**config.mk**
```make
export PLATFORM = sky130hd
export DESIGN_NAME = keypad_scanner_flat
export DESIGN_NICKNAME = d
export VERILOG_FILES = /design/src/rtl/keypad_scanner_pkg.sv /design/src/rtl/keypad_scanner_if.sv /design/src/rtl/keypad_scanner_key_debounce.sv /design/src/rtl/keypad_scanner.sv /design/src/flat_wrapper.sv
export SDC_FILE = /design/constraint.sdc
export NUM_CORES = 1
export LEC_CHECK = 0
export ABC_AREA = 1
export BUFFER_PORTS_ARGS = -buffer_cell sky130_fd_sc_hd__buf_4
export CAP_MARGIN = 20
export CORE_ASPECT_RATIO = 0.75
export CORE_MARGIN = 2
export CORE_UTILIZATION = 62
export DETAILED_ROUTE_END_ITERATION = 12
export PLACE_DENSITY = 0.87
export REMOVE_ABC_BUFFERS = 1
export SYNTH_ARGS = -nofsm -noshare
export SYNTH_HDL_FRONTEND = slang
export SYNTH_HIERARCHICAL = 1
export SYNTH_SLANG_ARGS = --single-unit
```
**constraint.sdc**
```tcl
create_clock -name clk -period 4.4 [get_ports clk]
set_clock_uncertainty 0.15 [all_clocks]
set_input_delay 0.22 -clock clk [delete_from_list [all_inputs] [get_ports clk]]
set_output_delay 0.22 -clock clk [all_outputs]
set_load 0.02 [all_outputs]
```
**src/rtl/keypad_scanner_pkg.sv**
```systemverilog
// Shared constants for the 4x4 hex keypad scanner: matrix geometry and the
// fixed mapping from physical (row,col) position to CHIP-8 key value.
package keypad_pkg;

  localparam int ROWS  = 4;
  localparam int COLS  = 4;
  localparam int NKEYS = ROWS * COLS;

  // Index is raw position 4*row+col; value is the CHIP-8 key it represents.
  localparam logic [3:0] KEY_MAP [0:NKEYS-1] = '{
    4'h1, 4'h2, 4'h3, 4'hC,
    4'h4, 4'h5, 4'h6, 4'hD,
    4'h7, 4'h8, 4'h9, 4'hE,
    4'hA, 4'h0, 4'hB, 4'hF
  };

  // Active-low one-hot row drive for row index r.
  function automatic logic [3:0] row_drive(input logic [1:0] r);
    return ~(4'b0001 << r);
  endfunction

endpackage

```
**src/rtl/keypad_scanner_if.sv**
```systemverilog
// Pin-level bundle between the keypad scanner and the outside world.
// scan_done is a one-cycle strobe with no ready: the consumer samples it and
// keypad_matrix on the same cycle; there is no backpressure.
interface keypad_scanner_if;
  logic [3:0]  col_n;
  logic [3:0]  row_n;
  logic [15:0] keypad_matrix;
  logic        scan_done;
  logic [1:0]  dbg_row;

  modport master (
    input  col_n,
    output row_n,
    output keypad_matrix,
    output scan_done,
    output dbg_row
  );

  modport slave (
    output col_n,
    input  row_n,
    input  keypad_matrix,
    input  scan_done,
    input  dbg_row
  );
endinterface

```
**src/rtl/keypad_scanner_key_debounce.sv**
```systemverilog
// Per-key frame debouncer: the output flips only after DEBOUNCE consecutive
// frames disagree with it; any agreeing frame restarts the count.
module key_debounce #(
  parameter int DEBOUNCE = 4
) (
  input  logic clk,
  input  logic reset,
  input  logic sample_en,
  input  logic raw,
  output logic state
);

  logic [3:0] cnt_q;
  logic       state_q;

  always_ff @(posedge clk or posedge reset) begin
    if (reset) begin
      cnt_q   <= 4'd0;
      state_q <= 1'b0;
    end else if (sample_en) begin
      if (raw == state_q) begin
        cnt_q <= 4'd0;
      end else if (cnt_q + 4'd1 == 4'(DEBOUNCE)) begin
        state_q <= ~state_q;
        cnt_q   <= 4'd0;
      end else begin
        cnt_q <= cnt_q + 4'd1;
      end
    end
  end

  assign state = state_q;

endmodule

```
**src/rtl/keypad_scanner.sv**
```systemverilog
// 4x4 keypad scanner: rotates an active-low row drive, samples synchronised
// columns after a settle delay and debounces each key over whole frames.
module keypad_scanner
  import keypad_pkg::*;
#(
  parameter int SETTLE_CYCLES = 255,
  parameter int DEBOUNCE      = 4
) (
  input logic             clk,
  input logic             reset,
  keypad_scanner_if.master kp
);

  localparam int CW = $clog2(SETTLE_CYCLES + 1);

  logic [3:0]    sync1_q, sync2_q;
  logic [3:0]    col_s;
  logic [CW-1:0] settle_q;
  logic [1:0]    row_q;
  logic [3:0]    row_n_q;
  logic [11:0]   raw_q;
  logic          scan_done_q;
  logic          capture;
  logic          frame_en;
  logic [15:0]   frame;
  logic [15:0]   key_raw;
  logic [15:0]   matrix;

  assign col_s    = ~sync2_q;
  assign capture  = (settle_q == CW'(SETTLE_CYCLES));
  assign frame_en = capture && (row_q == 2'd3);
  // Row 3 is never stored: its columns go straight into the evaluated frame.
  assign frame    = {col_s, raw_q};

  always_ff @(posedge clk or posedge reset) begin
    if (reset) begin
      sync1_q     <= 4'b1111;
      sync2_q     <= 4'b1111;
      settle_q    <= '0;
      row_q       <= 2'd0;
      row_n_q     <= 4'b1110;
      raw_q       <= 12'h000;
      scan_done_q <= 1'b0;
    end else begin
      sync1_q     <= kp.col_n;
      sync2_q     <= sync1_q;
      scan_done_q <= frame_en;
      if (capture) begin
        settle_q <= '0;
        row_q    <= row_q + 2'd1;
        row_n_q  <= row_drive(row_q + 2'd1);
        case (row_q)
          2'd0:    raw_q[3:0]  <= col_s;
          2'd1:    raw_q[7:4]  <= col_s;
          2'd2:    raw_q[11:8] <= col_s;
          default: ;
        endcase
      end else begin
        settle_q <= settle_q + CW'(1);
      end
    end
  end

  always_comb begin
    key_raw = 16'h0000;
    for (int p = 0; p < NKEYS; p++) begin
      key_raw[KEY_MAP[p]] = frame[p];
    end
  end

  for (genvar k = 0; k < NKEYS; k++) begin : g_key
    key_debounce #(.DEBOUNCE(DEBOUNCE)) u_db (
      .clk       (clk),
      .reset     (reset),
      .sample_en (frame_en),
      .raw       (key_raw[k]),
      .state     (matrix[k])
    );
  end

  assign kp.row_n         = row_n_q;
  assign kp.keypad_matrix = matrix;
  assign kp.scan_done     = scan_done_q;
  assign kp.dbg_row       = row_q;

endmodule

```
**src/flat_wrapper.sv**
```systemverilog
// flat-port wrapper written by rule: the top's interface ports become plain ports
module keypad_scanner_flat import keypad_pkg::*;
#(
  parameter int SETTLE_CYCLES = 255,
  parameter int DEBOUNCE      = 4
)
  (clk, reset, kp_col_n, kp_row_n, kp_keypad_matrix, kp_scan_done, kp_dbg_row);
  keypad_scanner_if kp_i ();
  input logic clk;
  input logic reset;
  input wire logic [$bits(kp_i.col_n)-1:0] kp_col_n;
  output wire logic [$bits(kp_i.row_n)-1:0] kp_row_n;
  output wire logic [$bits(kp_i.keypad_matrix)-1:0] kp_keypad_matrix;
  output wire logic [$bits(kp_i.scan_done)-1:0] kp_scan_done;
  output wire logic [$bits(kp_i.dbg_row)-1:0] kp_dbg_row;
  assign kp_i.col_n = kp_col_n;
  assign kp_row_n = kp_i.row_n;
  assign kp_keypad_matrix = kp_i.keypad_matrix;
  assign kp_scan_done = kp_i.scan_done;
  assign kp_dbg_row = kp_i.dbg_row;
  keypad_scanner #(.SETTLE_CYCLES(SETTLE_CYCLES), .DEBOUNCE(DEBOUNCE)) u_core (.clk(clk), .reset(reset), .kp(kp_i));
endmodule
```
Yosys cells after proc, flatten, opt, wreduce, memory -nomap -nowiden
Cells that the tools add are included. W data, S select, Z words.

Input port bits: 6. Register bits after elaboration: 115. Word-level logic and storage cells: 184. Output and inout port bits: 23.

$add $sub $neg: 18. Bitwise operators: 34. Shift-type cells: 1. Equality and inequality tests: 36. Mux-type cells: 33. Reductions and logical operators: 21.

Operators by type and width (count): $mux W4 (32); $add A4 B1 Y4 const B (16); $eq A4 B3 Y1 const B (16); $reduce_and A3 Y1 (16); $not A1 Y1 (32); $eq A1 B1 Y1 (16); $add A8 B1 Y8 const B (1); $eq A8 B8 Y1 const B (1); $mux W8 (1); $not A4 Y4 (2); $reduce_and A2 Y1 (3); $eq A2 B2 Y1 const B (2); $shl A1 B2 Y4 const A (1); $add A2 B1 Y2 const B (1); $eq A2 B1 Y1 const B (1); $logic_not A2 Y1 (1); $logic_and A1 B1 Y1 (1).

Depth between registers and ports, before layout
Gate-level depths: netlist of the first run.

Depth after elaboration: 4. Mapped depth: 10. Depth with buffers taken out: 9.

Cells and area by module
The synthesis of the first run kept the hierarchy.

Modules (own cells, without submodules): key_debounce (area each 285.3 um2, sequential area each 125.1 um2, instances 16, cells each 38); keypad_scanner (area each 1482.7 um2, sequential area each 889.6 um2, instances 1, cells each 146).

Worst setup path before layout of the first run
Ideal clock, no wire load.

Path type: register to register. Start point: register u_core.settle_q[0]. End point: register u_core.g_key[0].u_db.cnt_q[2]. Cell stages (with the launch flop): 11. Slack: 1094 ps. Period minus slack after synthesis: 3306 ps. Buffers on the path: 1. Required time: 4185 ps. Arrival: 3091 ps. Library setup time: 65 ps. Cells stage by stage: dfrtp_1 ha_1 nand2_2 nor2_8 nand2_4 buf_6 nor2_2 nand3_1 inv_1 nand3_2 nand2_1.

Cells in the longest elaborated chain, start to end: 2.

Ends and longest elaborated chain: from (decl) (RTL line keypad_scanner.sv:18) `logic [CW-1:0] settle_q;`; from (signal assigned) (RTL line keypad_scanner.sv:59) `settle_q <= settle_q + CW'(1);`; $eq A8 B8 Y1 (RTL line keypad_scanner.sv:30) `assign capture = (settle_q == CW'(SETTLE_CYCLES));`; $logic_and A1 B1 Y1 (RTL line keypad_scanner.sv:31) `assign frame_en = capture && (row_q == 2'd3);`; via u_core.frame_en (RTL line keypad_scanner.sv:24) `logic frame_en;`; to (signal assigned) (RTL line keypad_scanner_key_debounce.sv:27) `cnt_q <= cnt_q + 4'd1;`; to (decl) (RTL line keypad_scanner_key_debounce.sv:13) `logic [3:0] cnt_q;`.

The timed path passes the listed nets, and every way through them passes these cells. A chain may end at the register's enable or synchronous reset.

Final worst setup path of the first run
Start point: register u_core.settle_q[0]. End point: register u_core.g_key[1].u_db.cnt_q[2].

Cells in the longest elaborated chain, start to end: 2.

Ends and longest elaborated chain (RTL line): $eq A8 B8 Y1 (keypad_scanner.sv:30); $logic_and A1 B1 Y1 (keypad_scanner.sv:31); via u_core.frame_en (keypad_scanner.sv:24); to (signal assigned) (keypad_scanner_key_debounce.sv:27); to (decl) (keypad_scanner_key_debounce.sv:13).

The timed path passes the listed nets, and every way through them passes these cells.

==> impl_metrics.csv, run 1 <==
group,metric,value,unit
finish,diodes,0,
synthesis,synth_area,0.00605,mm²
routing,routed_wire_length_per_instance,14.2,µm
routing,routed_wl,13500,µm
timing,maxSlewHeadroom,0.377,
worst_setup_path,critPathBufInv,2,
clock_tree,clkSlewWorstSetupHoldPaths,60,ps
worst_setup_path,crit_path_start_kind,"flop",
timing,setup-tns-final,0,ps
grt,grt_pass1_vias,4898,
floorplanning,initial_utilization,0.631,
grt,grt_antenna_before_repair,0,
place,place.gp.congestion,0.854,
run_status,status,"finished, final reports clean",
worst_setup_path,worstPathRequired,4610,ps
floorplanning,core_area,0.00958,mm²
min_path,hp-class,"flop to flop",
finish,layout_commonest_cell,"nand2_1",
finish,drive_gt1_frac,0.164,
worst_setup_path,cp_slowest_cell,"nor2_4",
routing,drt_iter0_drc,538,
routing,num_vias,5233,
timing,worst_pin_slew,932,ps
synthesis,ys_warn_count,6,
synthesis,ys_seq_area_frac,0.478,
clock_tree,cts_made_buffers,17,
finish,fillers,645,
synthesis,synth_cell_type_count,22,
floorplanning,die_h,89.5,µm
finish,nNetsFinal,832,
timing,hold_violations,0,
finish,area_delta_synth_final,17.6,%
timing,finalCriticalPeriod,2850,ps
power_and_ir_drop,ir_drop,0.368,mV
floorplanning,die_area,0.0106,mm²
timing,timing.fmax,351,MHz
finish,fin_util,0.742,
worst_setup_path,slowest_delay,740,ps
floorplanning,ioPinCount,29,
finish,multi_input_area,0.00265,mm²
power_and_ir_drop,p_leak,0.00398,µW
synthesis,postSynthCellCount,754,
routing,drtAntennaViolNets,0,
clock_tree,clock-root-buffer,"clkbuf_16",
power_and_ir_drop,power_density,362,mW/mm²
floorplanning,die_x,118,µm
job,maxCapViolations,0,
grt,grt.overflow.total,0,
clock_tree,clock-sinks,115,
grt,grt_pass1_wl,22300,µm
synthesis,avgSynthCellArea,8.02,µm²
grt,grt_max_degree,43,
synthesis,synthSimpleGateAreaFrac,0.345,
clock_tree,insertion_delay,420,ps
synthesis,synthAdderAreaFrac,0.0435,
routing,first_pass_iters,8,
worst_setup_path,critPathMaxFanout,42,
worst_setup_path,path_class,"flop to flop",
synthesis,synth_top_family_by_area,"simple AND/OR/NAND/NOR gates",
timing,slew_viol_final,0,
worst_setup_path,endpoint_kind,"flop",
timing,period_share,0.648,
floorplanning,row_count,31,
clock_tree,htreeDepth,4,
synthesis,ys_ff_latch,115,
worst_setup_path,cp.arrival,3060,ps
finish,layout_common_cells,"nand2_1 (251), inv_1 (126), dfrtp_1 (104), nand3_1 (53), nor2_1 (45)",
worst_setup_path,cp_top_family,"simple AND/OR/NAND/NOR gates",
finish,seq_area,0.00289,mm²
synthesis,synth-compound-area-share,0.0240,
clock_tree,clk_path_buf_depth,2,
place,dpl.hpwl,8940,µm
synthesis,yosys.area_share.xor_xnor,0.0246,
place,portBuffers,28,
timing,rsz0062_at_grt,"false",
timing,setup-violations-final,0,
routing,drt-vias-per-instance,5.51,
worst_setup_path,cp_cell_sequence,"ha_1 > nand2_2 > nor2_8 > nand2_4 > nor2_4 > buf_12 > nand3_1 > inv_1 > nand3_2 > nand2_1",
synthesis,synthMuxAreaShare,0,
clock_tree,cts_tree,"done",
routing,drc,0,
grt,grtUsageTotal,0.271,
[layout make-up]
class                           count  share of cell area
Clock buffer                       19              0.0637
Sequential cell                   115               0.407
Timing Repair Buffer               35              0.0405
Clock inverter                     13              0.0257
Tap cell                          132              0.0232
Multi-Input combinational cell    508               0.373
Inverter                          128              0.0676
[routing by layer]
layer  wire (µm)  global-route usage  vias up
met5           0                   0        -
met4         330               0.102        0
met3         821              0.0874       45
met2        6640               0.461      191
met1        5690               0.330     2508
li1            -                   -     2489
[cells by family (layout without fill, tap and decap cells)]
group / after synthesis / count (layout)
flops: 115 / 115
fa+ha+maj: 21 / 21
xor+xnor: 17 / 17
buf+inv: 131 / 195
simple gates: 448 / 448
compound gates: 22 / 22
[report_power, final]
part	switching [µW]	leakage (µW)	total (µW)	internal (µW)
clock	497	0.000289	1470	973
combinational	29.7	0.00213	38.1	8.33
sequential	1.26	0.00155	1070	1070
total	528	0.00398	2570	2050
[path summary, 6_finish.rpt]
path                                    startpoint                       endpoint  slack [ps]  cells past startpoint
worst max-delay path            u_core/settle_q[0]  u_core/g_key[1].u_db/cnt_q[2]        1550                     10
worst min-delay path             u_core/sync1_q[3]              u_core/sync2_q[3]         210                      0
worst max register to register  u_core/settle_q[0]  u_core/g_key[1].u_db/cnt_q[2]        1550                     10
worst min register to register   u_core/sync1_q[3]              u_core/sync2_q[3]         210                      0
max in group asynchronous                    reset              u_core/sync1_q[2]        3300                      4
min in group asynchronous                    reset  u_core/g_key[1].u_db/cnt_q[1]         250                      3
[what timing repair did]
item / in CTS / in global routing
hold buffers: 5 / 0
setup buffers: 0 / 0
hold endpoints to repair: 108 / 0
gates resized for setup: 0 / 0
[worst register-to-register path: stages (launching register included)]
cell     delay, ps
dfrtp_1        390
ha_1           200
nand2_2        110
nor2_8         240
nand2_4        190
nor2_4         750
buf_12         310
nand3_1        170
inv_1          130
nand3_2        100
nand2_1         70
[flip-flops by register name, indices dropped and copies added, names as in the netlist]
name                     cells
u_core/g_key.u_db/cnt_q     64
u_core/g_key.u_db/state     16
u_core/kp.dbg_row            2
u_core/kp.row_n              4
u_core/kp.scan_done          1
u_core/raw_q                12
u_core/settle_q              8
u_core/sync1_q               4
u_core/sync2_q               4
[stage by stage]
step	cells	cell area [µm²]	worst slack [ps]	hold WS, ps	power, µW
floorplan	751	6020	1090	-151	1100
global placement	913	6420	1760	122	1120
detailed placement	913	6420	1600	127	1120
CTS	950	7110	1570	208	2590
global route	950	7110	1300	209	2660
finish	950	7110	1550	207	2570
[synthesized netlist by cell type]
| master | instances | area share |
|---|---|---|
| buf_6 | 2 | 0.0037 |
| o21ai_0 | 1 | 0.00083 |
| nand2_2 | 35 | 0.036 |
| a21oi_1 | 1 | 0.00083 |
| nand2_4 | 1 | 0.0019 |
| xor2_1 | 16 | 0.023 |
| xnor2_1 | 1 | 0.0014 |
| buf_4 | 1 | 0.0012 |
| nor2_8 | 2 | 0.0066 |
| ha_1 | 21 | 0.043 |
| nand3_1 | 53 | 0.044 |
| dfrtp_1 | 104 | 0.43 |
| nand4_1 | 44 | 0.046 |
| nor2_2 | 1 | 0.0010 |
| nand2_1 | 251 | 0.16 |
| inv_1 | 126 | 0.078 |
| nor2_1 | 45 | 0.028 |
| inv_2 | 2 | 0.0012 |
| dfstp_2 | 11 | 0.048 |
| nand3_2 | 16 | 0.026 |
| o22ai_1 | 16 | 0.017 |
| o21ai_2 | 4 | 0.0058 |
Power figures use the tool's default switching activity.
==> inputs of run 2 (changes only) <==
==> constraint.sdc (replaced) <==
create_clock -name clk -period 2.7 [get_ports clk]
set_clock_uncertainty 0.15 [all_clocks]
set_input_delay 0.135 -clock clk [delete_from_list [all_inputs] [get_ports clk]]
set_output_delay 0.135 -clock clk [all_outputs]
set_load 0.02 [all_outputs]
==> impl_metrics.csv, run 2 (synthesis gave the netlist of run 1 again) <==
group,metric,value,unit
grt,gr-usage-met3,0.0644,
grt,grt_pass1_vias,5002,
finish,area_delta_synth_final,16.7,%
timing,period_share,0.868,
place,post-place-ws,475,ps
place,place.gp.congestion,0.866,
timing,maxSlewHeadroom,0.716,
finish,regMostFlops,"u_core/g_key.u_db/cnt_q",
worst_setup_path,critPathMaxFanout,31,
routing,routed_wl,13200,µm
power_and_ir_drop,power_density,557,mW/mm²
grt,met2_usage,0.469,
worst_setup_path,r2r.worst_path.cells,10,
grt,busiest_layer,"met2",
grt,grt_max_degree,51,
finish,fillers,668,
grt,grt_antenna_before_repair,0,
worst_setup_path,cp.depth,10,
worst_setup_path,r2r_start,"u_core/settle_q[0]",
power_and_ir_drop,ir_drop,0.456,mV
clock_tree,clk_path_buf_depth,2,
floorplanning,die_area,0.0106,mm²
floorplanning,core_area,0.00958,mm²
min_path,hp-class,"input port to async pin",
timing,setup-violations-final,0,
job,maxCapViolations,0,
finish,fin_util,0.736,
clock_tree,clock-root-buffer,"clkbuf_16",
floorplanning,ioPinCount,29,
finish,diodes,0,
routing,drt-vias-per-instance,5.37,
worst_setup_path,crit_end,"u_core/g_key[8].u_db/cnt_q[2]",
power_and_ir_drop,switchingPower,770,µW
grt,grt_pass1_wl,22500,µm
clock_tree,cts_made_buffers,17,
routing,drtAntennaViolNets,0,
floorplanning,die_h,89.5,µm
routing,drc,0,
clock_tree,cts_tree,"done",
worst_setup_path,r2r-end,"u_core/g_key[8].u_db/cnt_q[2]",
place,dpl-instance-area,0.00643,mm²
clock_tree,clkSlewWorstSetupHoldPaths,50,ps
routing,num_vias,5103,
place,dpl.hpwl,9170,µm
run_status,status,"finished, final reports clean",
power_and_ir_drop,internal_power,3160,µW
routing,first_pass_iters,5,
worst_setup_path,r2r_slack,360,ps
timing,setup-tns-final,0,ps
timing,finalWorstSetupSlack,357,ps
power_and_ir_drop,p_seq_frac,0.443,
finish,drive_gt1_frac,0.159,
timing,hold_violations,0,
clock_tree,cts_setup_buffers,0,
worst_setup_path,crit_start,"u_core/settle_q[0]",
floorplanning,die_x,118,µm
finish,largest_register_ffs,64,
worst_setup_path,crit_path_start_kind,"flop",
finish,nNetsFinal,833,
floorplanning,row_count,31,
clock_tree,clock-sinks,115,
clock_tree,insertion_delay,410,ps
power_and_ir_drop,p_leak,0.00398,µW
timing,timing.fmax,427,MHz
finish,fin_area,0.00705,mm²
timing,finalCriticalPeriod,2340,ps
place,portBuffers,28,
floorplanning,initial_utilization,0.631,
worst_setup_path,cp_cell_sequence,"ha_1 > nand2_2 > nor2_8 > nand2_4 > nor2_4 > buf_4 > nand3_1 > inv_1 > nand3_2 > nand2_1",
power_and_ir_drop,combPwrFrac,0.016,
worst_setup_path,cp_top_family,"simple AND/OR/NAND/NOR gates",
grt,grtUsageTotal,0.269,
timing,slew_viol_final,0,
routing,drt_iter0_drc,422,
worst_setup_path,critPathBufInv,2,
worst_setup_path,cp_slowest_cell,"dfrtp_1",
worst_setup_path,endpoint_kind,"flop",
worst_setup_path,slowest_delay,390,ps
timing,worst_pin_slew,427,ps
worst_setup_path,cp.arrival,2540,ps
grt,grt.overflow.total,0,
worst_setup_path,path_class,"flop to flop",
timing,rsz0062_at_grt,"false",
finish,layout_common_cells,"nand2_1 (251), inv_1 (126), dfrtp_1 (104), nand3_1 (53), nor2_1 (45)",
finish,layout_commonest_cell,"nand2_1",
routing,routed_wire_length_per_instance,13.8,µm
power_and_ir_drop,p_sw_frac,0.196,
power_and_ir_drop,power_frac_clock,0.541,
grt,met1_usage,0.324,
clock_tree,htreeDepth,4,
worst_setup_path,worstPathRequired,2900,ps
run 2: cell types whose count changed in the layout (fill, tap and decap cells not counted):
cell        before  now
clkinvlp_4       7    0
clkbuf_1         0    5
clkbuf_8         2    6
bufinv_16        4    1
buf_4           29   30
clkinv_2         2    3
run 2: area by class of cell:
cell class	instances	area, µm²	area share
sequential	115	2890	0.410
clock inverter	4	45.0	0.00639
tap	132	165	0.0234
multi-input combinational	508	2650	0.376
inverter	128	480	0.0681
clock buffer	28	527	0.0747
timing repair buffer	36	295	0.0419
run 2: how the worst min path moves through the flow:
stage                                     to  slack [ps]  depth (start not counted)
5_1_grt        u_core/g_key[7].u_db/cnt_q[2]         180                          3
6_report       u_core/g_key[8].u_db/cnt_q[1]         160                          3
4_1_cts        u_core/g_key[1].u_db/cnt_q[2]         150                          3
3_5_place_dp      u_core/g_key[1].u_db/state          30                          2
2_1_floorplan  u_core/g_key[0].u_db/cnt_q[0]        -240                          1
3_3_place_gp   u_core/g_key[7].u_db/cnt_q[2]          30                          2
run 2: per-layer routing:
layer	wire length, µm	part of all wire
met2	6600	0.50
met1	5700	0.43
met3	559	0.043
met4	292	0.022
met5	0	0
run 2: worst reg2reg max path, delay by kind of cell, from the launching register on:
kind	cells	cell delay [ps]
adder cells (fa/ha/maj)	1	200
AND/OR/NAND/NOR	7	1060
flip-flops	1	390
buffers and inverters	2	490
run 2: timing repair:
item                      CTS  global route
hold endpoints to repair  108             0
gates resized for setup     0             0
hold buffers                5             0
run 2: power groups by stage:
stage                     registers, µW  clock network (µW)  logic [µW]
after detailed placement           1770                   0        57.6
final                              1740                2130        62.2
after global routing               1740                2250        72.3
after floorplan                    1770                   0        33.3
after global placement             1770                   0        55.3
after CTS                          1740                2160        63.8
run 2: per-stage QoR:
stage | total power (µW) | instances | hold slack (ps)
2_1_floorplan | 1800 | 751 | -236
5_1_grt | 4060 | 951 | 182
3_3_place_gp | 1820 | 914 | 33.5
3_5_place_dp | 1820 | 914 | 32.8
6_report | 3930 | 951 | 163
4_1_cts | 3970 | 951 | 154
==> inputs of run 3 (changes only) <==
--- a/config.mk
+++ b/config.mk
@@ -10,10 +10,11 @@
 export CAP_MARGIN = 20
 export CORE_ASPECT_RATIO = 0.75
 export CORE_MARGIN = 2
-export CORE_UTILIZATION = 62
+export CORE_UTILIZATION = 65
 export DETAILED_ROUTE_END_ITERATION = 12
-export PLACE_DENSITY = 0.87
+export PLACE_DENSITY = 0.91
 export REMOVE_ABC_BUFFERS = 1
+export SLEW_MARGIN = 10
 export SYNTH_ARGS = -nofsm -noshare
 export SYNTH_HDL_FRONTEND = slang
 export SYNTH_HIERARCHICAL = 1
==> constraint.sdc (replaced) <==
create_clock -name clk -period 2.8 [get_ports clk]
set_clock_uncertainty 0.15 [all_clocks]
set_input_delay 0.14 -clock clk [delete_from_list [all_inputs] [get_ports clk]]
set_output_delay 0.14 -clock clk [all_outputs]
set_load 0.02 [all_outputs]
==> impl_metrics.csv, run 3 (synthesis gave the netlist of run 1 again) <==
group,metric,value,unit
timing,period_share,0.833,
worst_setup_path,cp.arrival,2540,ps
timing,timing.fmax,429,MHz
grt,busiest_layer,"met2",
timing,setup-tns-final,0,ps
finish,final_cells,947,
finish,layout_common_cells,"nand2_1 (251), inv_1 (126), dfrtp_1 (104), nand3_1 (53), nor2_1 (45)",
min_path,hp-class,"input port to async pin",
routing,first_pass_iters,6,
routing,drc,0,
grt,gr-usage-met3,0.0699,
place,place.gp.congestion,0.881,
finish,drive_gt1_frac,0.158,
timing,finalWorstSetupSlack,469,ps
power_and_ir_drop,ir_drop,0.428,mV
grt,grt_pass1_wl,23300,µm
finish,largest_register_ffs,64,
routing,drtAntennaViolNets,0,
worst_setup_path,crit_path_start_kind,"flop",
clock_tree,cts-resized-gates,0,
place,dp_cells,910,
floorplanning,die_x,115,µm
run_status,status,"finished, final reports clean",
worst_setup_path,endpoint_kind,"flop",
clock_tree,htreeDepth,4,
power_and_ir_drop,power_density,535,mW/mm²
place,post-place-ws,562,ps
clock_tree,hold_buffers,5,
grt,met1_usage,0.366,
clock_tree,clock-root-buffer,"clkbuf_16",
clock_tree,insertion_delay,420,ps
routing,routed_wl,13800,µm
finish,area_delta_synth_final,16.3,%
job,maxCapViolations,0,
worst_setup_path,critPathMaxFanout,55,
routing,routed_wire_length_per_instance,14.6,µm
grt,grt_pass1_vias,5163,
power_and_ir_drop,p_leak,0.00397,µW
floorplanning,row_count,30,
timing,setup-violations-final,0,
finish,diodes,0,
clock_tree,clk_path_buf_depth,2,
routing,drt_iter0_drc,437,
finish,nNetsFinal,833,
floorplanning,core_area,0.00905,mm²
timing,worst_pin_slew,424,ps
grt,grt_antenna_before_repair,0,
floorplanning,die_area,0.0101,mm²
timing,finalCriticalPeriod,2330,ps
grt,grtUsageTotal,0.300,
power_and_ir_drop,total_power,3760,µW
place,dpl.hpwl,9160,µm
finish,fin_util,0.777,
timing,hold_violations,0,
clock_tree,cts_setup_buffers,0,
clock_tree,cts_made_buffers,17,
timing,rsz0062_at_grt,"false",
finish,regMostFlops,"u_core/g_key.u_db/cnt_q",
routing,drt-vias-per-instance,5.49,
clock_tree,clock-sinks,115,
clock_tree,cts_tree,"done",
grt,grt.overflow.total,0,
worst_setup_path,path_class,"flop to flop",
timing,slew_viol_final,0,
place,portBuffers,28,
routing,num_vias,5200,
floorplanning,initial_utilization,0.668,
worst_setup_path,worstPathRequired,3000,ps
timing,maxSlewHeadroom,0.717,
floorplanning,ioPinCount,29,
grt,met2_usage,0.494,
grt,grt_max_degree,56,
finish,layout_commonest_cell,"nand2_1",
finish,fillers,541,
clock_tree,clkSlewWorstSetupHoldPaths,50,ps
floorplanning,die_h,87.5,µm
## run 3: changes by cell type in the layout (fill, tap and decap cells not counted), sizes merged
cell      previous run  this run
clkinvlp             0         1
clkbuf              28        27
## run 3: report_power, final
group          total [µW]  switching, µW  leakage (µW)  internal [µW]
clock network        2020            716      0.000271           1310
logic                60.3           47.2       0.00214           13.1
registers            1680           1.48       0.00155           1680
## run 3: critical path, cell delays in order, from the launching register on
cell and delay, ps:
dfrtp_1 390, ha_1 200, nand2_2 110, nor2_8 250
nand2_4 190, nor2_4 170, buf_12 250, nand3_1 200
nor2_1 180, nand2_1 80, nand2_1 50
## run 3: final timing paths
path	end	startpoint	slack [ps]	cells after the start
worst min-delay path	u_core/kp.scan_done	reset	90	3
min in group clk	u_core/sync2_q[3]	u_core/sync1_q[3]	200	0
worst min register to register	u_core/sync2_q[3]	u_core/sync1_q[3]	200	0
max in group asynchronous	u_core/sync1_q[1]	reset	1780	4
worst max register to register	u_core/g_key[0].u_db/cnt_q[0]	u_core/settle_q[0]	470	10
worst max-delay path	u_core/g_key[0].u_db/cnt_q[0]	u_core/settle_q[0]	470	10
## run 3: stage by stage
stage / instance area (µm²) / hold slack (ps)
finish: 7030 / 93.4
floorplan: 6020 / -231
global route: 7030 / 124
CTS: 7030 / 103
detailed placement: 6430 / -19.5
global placement: 6430 / -19.3
## run 3: cell type report
| type | instances | area [µm²] | area share |
|---|---|---|---|
| repair buffers | 36 | 295 | 0.0420 |
| clock inverters | 5 | 52.6 | 0.00747 |
| inverters | 128 | 480 | 0.0683 |
| multi-input cells | 508 | 2650 | 0.377 |
| well taps | 128 | 160 | 0.0228 |
| clock buffers | 27 | 503 | 0.0715 |
| flip-flops and latches | 115 | 2890 | 0.411 |
## run 3: per-layer routing
metal | wire (µm) | up-vias
met3 | 857 | 50
met4 | 456 | 0
met5 | 0 | -
li1 | - | 2482
met2 | 6910 | 193
met1 | 5570 | 2475
